<file path="src/rtl/compare_result_tracker.sv">
// Window statistics for the magnitude comparator's C (A>B) / D (A==B) flags: counts gt/eq/lt per window,
// publishes the totals plus the majority class with a done pulse. Optional macro TRACKER_LIVE_EN publishes live counts.
module compare_result_tracker #(
   parameter int CNT_W  = 8,
   parameter int WINDOW = 16
) (
   input  logic             clk,
   input  logic             rst,
   input  logic             start,
   input  logic             in_valid,
   input  logic             C,
   input  logic             D,
   output logic             busy,
   output logic             done,
   output logic [CNT_W-1:0] gt_cnt,
   output logic [CNT_W-1:0] eq_cnt,
   output logic [CNT_W-1:0] lt_cnt,
   output logic [1:0]       majority,
   output logic             err
);

   typedef enum logic [1:0] {S_IDLE, S_COLLECT, S_DONE} state_t;

   localparam logic [CNT_W-1:0] LAST_IDX = CNT_W'(WINDOW - 1);

   state_t           state, state_next;
   logic [CNT_W-1:0] sample_cnt;
   logic [CNT_W-1:0] wk_gt, wk_eq, wk_lt;
   logic [CNT_W-1:0] gt_next, eq_next, lt_next;
   logic             err_next;
   logic             accept, last, clear;

   function automatic logic [CNT_W-1:0] sat_inc(input logic [CNT_W-1:0] v);
      return (&v) ? v : v + 1'b1;
   endfunction

   // Strictly largest class wins; any tie for the top (including all zero) reports 00.
   function automatic logic [1:0] majority_of(input logic [CNT_W-1:0] g,
                                              input logic [CNT_W-1:0] e,
                                              input logic [CNT_W-1:0] l);
      if (g > e && g > l)      return 2'b01;
      else if (e > g && e > l) return 2'b10;
      else if (l > g && l > e) return 2'b11;
      else                     return 2'b00;
   endfunction

   always_comb begin
      state_next = state;
      accept     = 1'b0;
      last       = 1'b0;
      clear      = 1'b0;
      gt_next    = wk_gt;
      eq_next    = wk_eq;
      lt_next    = wk_lt;
      err_next   = err;
      case (state)
         S_IDLE: begin
            if (start) begin
               clear      = 1'b1;
               state_next = S_COLLECT;
            end
         end
         S_COLLECT: begin
            if (in_valid) begin
               accept = 1'b1;
               if (sample_cnt == LAST_IDX) begin
                  last       = 1'b1;
                  state_next = S_DONE;
               end
            end
         end
         S_DONE:  state_next = S_IDLE;
         default: state_next = S_IDLE;
      endcase
      if (clear) begin
         gt_next  = '0;
         eq_next  = '0;
         lt_next  = '0;
         err_next = 1'b0;
      end else if (accept) begin
         // C=1,D=1 is impossible from a healthy comparator: it uses a slot but no class.
         case ({C, D})
            2'b10:   gt_next  = sat_inc(wk_gt);
            2'b01:   eq_next  = sat_inc(wk_eq);
            2'b00:   lt_next  = sat_inc(wk_lt);
            default: err_next = 1'b1;
         endcase
      end
   end

   always_ff @(posedge clk) begin
      if (rst) begin
         state      <= S_IDLE;
         busy       <= 1'b0;
         done       <= 1'b0;
         sample_cnt <= '0;
         wk_gt      <= '0;
         wk_eq      <= '0;
         wk_lt      <= '0;
         err        <= 1'b0;
         gt_cnt     <= '0;
         eq_cnt     <= '0;
         lt_cnt     <= '0;
         majority   <= 2'b00;
      end else begin
         state <= state_next;
         busy  <= (state_next == S_COLLECT);
         done  <= (state_next == S_DONE);
         if (clear)       sample_cnt <= '0;
         else if (accept) sample_cnt <= sample_cnt + 1'b1;
         wk_gt <= gt_next;
         wk_eq <= eq_next;
         wk_lt <= lt_next;
         err   <= err_next;
`ifdef TRACKER_LIVE_EN
         if (clear) begin
            gt_cnt   <= '0;
            eq_cnt   <= '0;
            lt_cnt   <= '0;
            majority <= 2'b00;
         end else if (accept) begin
            gt_cnt   <= gt_next;
            eq_cnt   <= eq_next;
            lt_cnt   <= lt_next;
            majority <= majority_of(gt_next, eq_next, lt_next);
         end
`else
         if (last) begin
            gt_cnt   <= gt_next;
            eq_cnt   <= eq_next;
            lt_cnt   <= lt_next;
            majority <= majority_of(gt_next, eq_next, lt_next);
         end
`endif
      end
   end

endmodule

</file>
<file path="config.mk">
export PLATFORM = sky130hd
export DESIGN_NAME = compare_result_tracker
export DESIGN_NICKNAME = d
export VERILOG_FILES = /design/src/rtl/compare_result_tracker.sv
export SDC_FILE = /design/constraint.sdc
export NUM_CORES = 1
export LEC_CHECK = 0
export ABC_AREA = 1
export BUFFER_PORTS_ARGS = -buffer_cell sky130_fd_sc_hd__buf_2
export CAP_MARGIN = 5
export CORE_MARGIN = 2
export CORE_UTILIZATION = 45
export CTS_BUF_LIST = sky130_fd_sc_hd__clkbuf_4 sky130_fd_sc_hd__clkbuf_8
export DETAILED_ROUTE_END_ITERATION = 8
export GPL_TIMING_DRIVEN = 0
export SLEW_MARGIN = 10
export SYNTH_ARGS = -nofsm -noshare
export SYNTH_HDL_FRONTEND = slang
export SYNTH_SLANG_ARGS = --single-unit
</file>
<file path="constraint.sdc">
create_clock -name clk -period 4.5 [get_ports clk]
set_input_delay 0.9 -clock clk [delete_from_list [all_inputs] [get_ports clk]]
set_output_delay 0.9 -clock clk [all_outputs]
set_load 0.005 [all_outputs]
</file>
Word-level counts from Yosys, hierarchy flattened
Cells that the tools add are included.

operators by class
  divide/modulo/power cells = 0
  bitwise logic cells = 1
  multiply operators = 0
  shift-type cells = 0
  reduce and logical (&&, ||, !) cells = 11
  multiplexer cells = 26
  $lt $le $gt $ge = 6
  add/sub/neg operators = 4
  equality and inequality tests = 6

operators with widths
  cell                                            count
  2-to-1 mux 8 bit                                12
  > comparator 8 bit                              6
  adder 8 x 1 -> 8 bit (second input constant)    4
  AND reduction 8 bit                             3
  2-to-1 mux 2 bit                                6
  == test 8 x 4 -> 1 bit (second input constant)  1
  2-to-1 mux 1 bit                                7
  == test 2 x 1 -> 1 bit (second input constant)  3
  == test 2 bit (second input constant)           2
  zero test 2 bit                                 2
  case mux 2 bit (2 select lines)                 1
  logical AND 1 bit                               3
  OR reduction 3 bit                              1
  AND reduction 2 bit                             1
  OR reduction 2 bit                              1
  inverter 1 bit                                  1

storage, ports and cells
  latch bits = 0
  memories = 0
  memory bits (read-only) = 0
  RAM bits = 0
  register bits after elaboration = 63
  output and inout bits = 29
  input bits = 6

Depth between registers and ports, before layout
  depth after elaboration = 10
  mapped depth = 21
  gate-level depth less buffers = 21

Worst setup path before layout
Ideal clock, no wire load.

  kind = input to register
  from = input D
  to = register majority[1]
  path buffers = 0
  required time = 4.368 ns
  slack = 1.909 ns
  arrival = 2.459 ns
  stages = 18
  setup time = 0.132 ns
  path through = inv_1 nand2_1 nor2_1 nand4_1 xor2_1 nand2_1 nand2_1 inv_1 ha_1 nand2_1 nor2_1 nand4_1 nand2_1 inv_1 nand3_1 nand2_1 nand2_1 a21oi_1

between the ends
  cells in the longest elaborated chain, start to end = 9
  elaborated cells between the ends (all ways) = 24
  those cells by class = order compare: 6; eq/ne: 2; mux: 12; reduce/logical: 4

RTL lines
  element                 RTL line  RTL
  start: declaration      12        input logic D,
  zero test 2 bit (*)     82        case ({C, D})
  2-to-1 mux 8 bit (*)    82
  2-to-1 mux 8 bit (*)    80        end else if (accept) begin
  2-to-1 mux 8 bit (*)    75        if (clear) begin
  via lt_next[7]          29        logic [CNT_W-1:0] gt_next, eq_next, lt_next;
  > comparator 8 bit      43        else if (l > g && l > e) return 2'b11;
  logical AND 1 bit       43
  2-to-1 mux 2 bit        43
  2-to-1 mux 2 bit        42        else if (e > g && e > l) return 2'b10;
  2-to-1 mux 2 bit (*)    41        if (g > e && g > l) return 2'b01;
  end signal: assignment  132       majority <= majority_of(gt_next, eq_next, lt_next);
  end: declaration        18        output logic [1:0] majority,

Mark *: on every way through the listed nets, which the timed path passes. The rest lies on a longest branch.
A chain may end at the register's enable or synchronous reset.

Worst setup path after layout
  from = input C
  to = register majority[1]

between the ends
  cells in the longest elaborated chain, start to end = 9
  elaborated cells between the ends (all ways) = 24
  those cells by class = order compare: 6; eq/ne: 2; mux: 12; reduce/logical: 4

RTL lines
  element                                      RTL line  RTL
  start: declaration                           11        input logic C,
  == test 2 bit, or another cell as far along  82
  2-to-1 mux 8 bit                             82
  2-to-1 mux 8 bit                             80
  2-to-1 mux 8 bit                             75
  > comparator 8 bit                           43
  logical AND 1 bit                            43
  2-to-1 mux 2 bit                             43
  2-to-1 mux 2 bit                             42
  2-to-1 mux 2 bit (*)                         41

Every way passes the cells marked *; elsewhere a longest branch is shown, timed or not.

==> summary.md <==
| Metric | Value |
|---|---|
| Outcome | `finished clean` |
| Portion of synthesized cell area occupied by the leading cell type | `36.1%` |
| Leading cell types by total area after synthesis | `dfxtp_1, ha_1, nand2_1, inv_1, nor2_1` |
| Tightest Pin Transition | `0.505 ns` |
| Number of antenna violations at the first check in global routing | `0` |
| CTS tree | `done` |
| Fmax achieved | `368 MHz` |
| Largest fanout on the critical path | `9` |
| Combined global-route utilization of all metal layers | `21.1%` |
| Number of global-route vias before repair | `3044` |
| Hold-fix buffers at CTS | `0` |
| VDD IR max | `0.128 mV` |
| Total number of clock tree sinks | `63` |
| Fraction of final layout cells with drive strength greater than 1 | `15.7%` |
| Mean instance size in the synthesized netlist | `7.22 um2` |
| I/O pin count | `35` |
| Clock Skews | `0.00899 ns` |
| ANT nets after route | `0` |
| Delay of the slowest cell on the worst path | `0.35 ns` |
| Wire length on met3 | `304 um` |
| Setup WS pre-CTS | `1.40 ns` |
| Buffers on Ports | `34` |
| Buffers inserted by post-CTS timing repair | `0` |
| Critical path start-end classification | `input pin to flip-flop` |
| Number of warnings issued by yosys | `0` |
| Die height | `92.1 um` |
| Number of unique standard cell types used by synthesis | `35` |
| Element type at the critical path start | `input pin` |
| Floorplan die area | `0.00848 mm2` |
| FILL cells | `760` |
| Wire length of the first global-routing pass | `14.0 mm` |
| CP cell instances | `buf_2, inv_1, nand2_1, nor2_4, nand2_4, inv_4, a21o_1, nand3_2, ha_1, nand2_1, nor2_1, nand4_1, nand2_1, inv_1, nand3_1, nand2_1, nand2_1, a21oi_1` |
| Clock transition at the register clock pins on the worst setup and hold paths after CTS | `0.08 ns` |
| Combined flip-flop and latch cell area | `0.00126 mm2` |
| Most common flop cell mapped by yosys | `dfxtp_1` |
| Largest net degree at the start of global routing | `13` |
| Worst-case clock buffer depth | `2` |
| Horizontal die dimension | `92.1 um` |
| Number of remaining DRC errors | `0` |
| Post-detailed-route wirelength per cell | `13.3 um` |
| 1st-pass router iterations | `4` |
| Drt first-iter violations | `88` |
| Most frequent standard cell in the layout excluding fill and tap cells | `nand2_1` |
| Highest-delay cell along the critical path | `ha_1` |
| Number of buffers inserted during clock tree synthesis | `9` |
| Highest routing layer actually used | `met4` |
| Post-cts gate resize count | `0` |
| WL met2 | `4.00 mm` |
| Root Driver | `clkbuf_8` |
| Synthesized net count | `518` |
| Hpwl dp | `6.55 mm` |
| Congestion Overflow GR | `0` |
| Setup WS post-layout | `1.78 ns` |
| Register bit total from synthesis | `63` |
| Arrival time of the worst setup path | `2.93 ns` |
| Via count | `3251` |
| Most common cell on crit path | `nand2_1` |
| Power Density | `301 mW/mm2` |
| Buffer and inverter count on the worst path | `4` |
| Kind of cell adding the most delay to the critical path | `simple AND/OR/NAND/NOR gates` |
| Leak | `0.00207 uW` |
| Synthesized instance count | `484` |
| Required time of the worst setup path | `4.72 ns` |
| Path class of the lowest-slack min-delay path | `flip-flop to flip-flop` |
| Setup slack on the worst flop-to-flop path | `1.89 ns` |
| Final critical-path share of the clock period | `60.4%` |
| Setup repair after global routing missed its margin | `no` |
| Commonest cells after routing, fill and taps aside | `nand2_1, inv_1, dfxtp_1, nor2_1` |
| Footprint of the multi-input gates | `0.00189 mm2` |
| Utilization of the core after routing | `52.8%` |
| Max-slew headroom at the worst pin | `66.3%` |
| Antenna cells | `0` |
| Final-layout setup total negative slack | `0 ns` |
| Core Area | `0.00761 mm2` |
| Clock Latency Late Sink | `0.34 ns` |
| Proportion of synthesized flip-flops having asynchronous set or reset | `0%` |
| Synthesized area | `0.00349 mm2` |
| Type of element capturing the critical path | `flip-flop` |
| Post-layout minimum cycle time | `2.72 ns` |
| Num rows | `32` |
| Drt total wl | `8.49 mm` |
| Metal-1 WL | `4.11 mm` |
| Count of pins over their slew limit | `0` |
| Final number of setup-violating endpoints | `0` |
| Number of enable-type register cells in the synthesized netlist | `0` |
| Largest area contributor in the netlist | `dfxtp_1` |
| Syn-to-layout area delta | `15.1%` |
| Per-cell via count in the routed design | `5.11` |
| Starting utilization of the core area | `45.9%` |
| Number of hold violations in the final report | `0` |
| CTS H-tree lvls | `3` |
| Final net count | `563` |
| Routability-driven placement congestion ratio | `0.837` |
| Share of synthesized area occupied by flip-flops and latches | `36.1%` |
| # Max-Cap Violations | `0` |
==> flip-flops by register name, indices dropped and copies added (netlist names) <==
name	flops
err	1
state	2
eq_cnt	8
majority	2
lt_cnt	8
wk_lt	8
sample_cnt	8
done	1
gt_cnt	8
busy	1
wk_gt	8
wk_eq	8
==> worst min-delay path: stages (launching register included) <==
cell	delay [ns]
dfxtp_1	0.33
a31oi_1	0.04
nor2_1	0.07
==> worst paths after layout <==
| kind | startpoint | endpoint | cells after the start |
|---|---|---|---|
| worst min register to register | err$_SDFFE_PP0P_ | err$_SDFFE_PP0P_ | 2 |
| worst max register to register | wk_lt[0]$_SDFF_PP0_ | majority[1]$_SDFFE_PP0P_ | 20 |
| worst min-delay path | err$_SDFFE_PP0P_ | err$_SDFFE_PP0P_ | 2 |
| worst max-delay path | C | majority[1]$_SDFFE_PP0P_ | 18 |
==> cell type report <==
class	instances	area share, %
multi-input cells	335	47.0
plain buffers	12	1.53
clock buffers	10	3.42
clock inverters	6	2.30
well taps	102	3.17
flip-flops and latches	63	31.4
inverters	74	6.97
repair buffers	34	4.23
==> synthesized netlist by cell type, types with 4 or more instances <==
cell / number
nor2_4: 5
a21oi_1: 38
nor3_1: 5
ha_1: 28
buf_2: 4
xor2_1: 4
o21ai_0: 32
dfxtp_1: 63
nand4_1: 11
nand3_2: 5
nor2_1: 56
inv_1: 72
nand3_1: 34
a21o_1: 7
nand2_1: 84
clkbuf_1: 5
==> power by group <==
part	leakage [uW]	switching, uW	internal [uW]
combinational	0.00145	54.8	23.3
sequential	0.000508	2.08	561
clock	0.000109	241	330
==> cells by family (layout without fill, tap and decap cells) <==
logic type / Yosys count / count (layout) / synth area share (%)
compound gates: 88 / 88 / 13.9
fa+ha+maj: 28 / 28 / 10.0
flops: 63 / 63 / 36.1
xor+xnor: 4 / 4 / 1.00
buf+inv: 86 / 136 / 9.78
simple gates: 215 / 215 / 29.2
==> through the flow <==
step / power [uW] / hold slack (ns) / instance area (um2) / cells
after floorplan: 631 / 0.460 / 3490 / 484
after global placement: 653 / 0.442 / 3790 / 620
after detailed placement: 654 / 0.459 / 3790 / 620
after CTS: 1220 / 0.476 / 4020 / 636
after global routing: 1260 / 0.502 / 4020 / 636
final: 1210 / 0.468 / 4020 / 636
==> layer usage <==
layer | up-vias | GRT usage, %
met4 | 0 | 7.21
met3 | 8 | 4.60
met1 | 1519 | 27.1
li1 | 1670 | -
met5 | - | 0
met2 | 54 | 35.1
(Power assumes the default switching activity.)
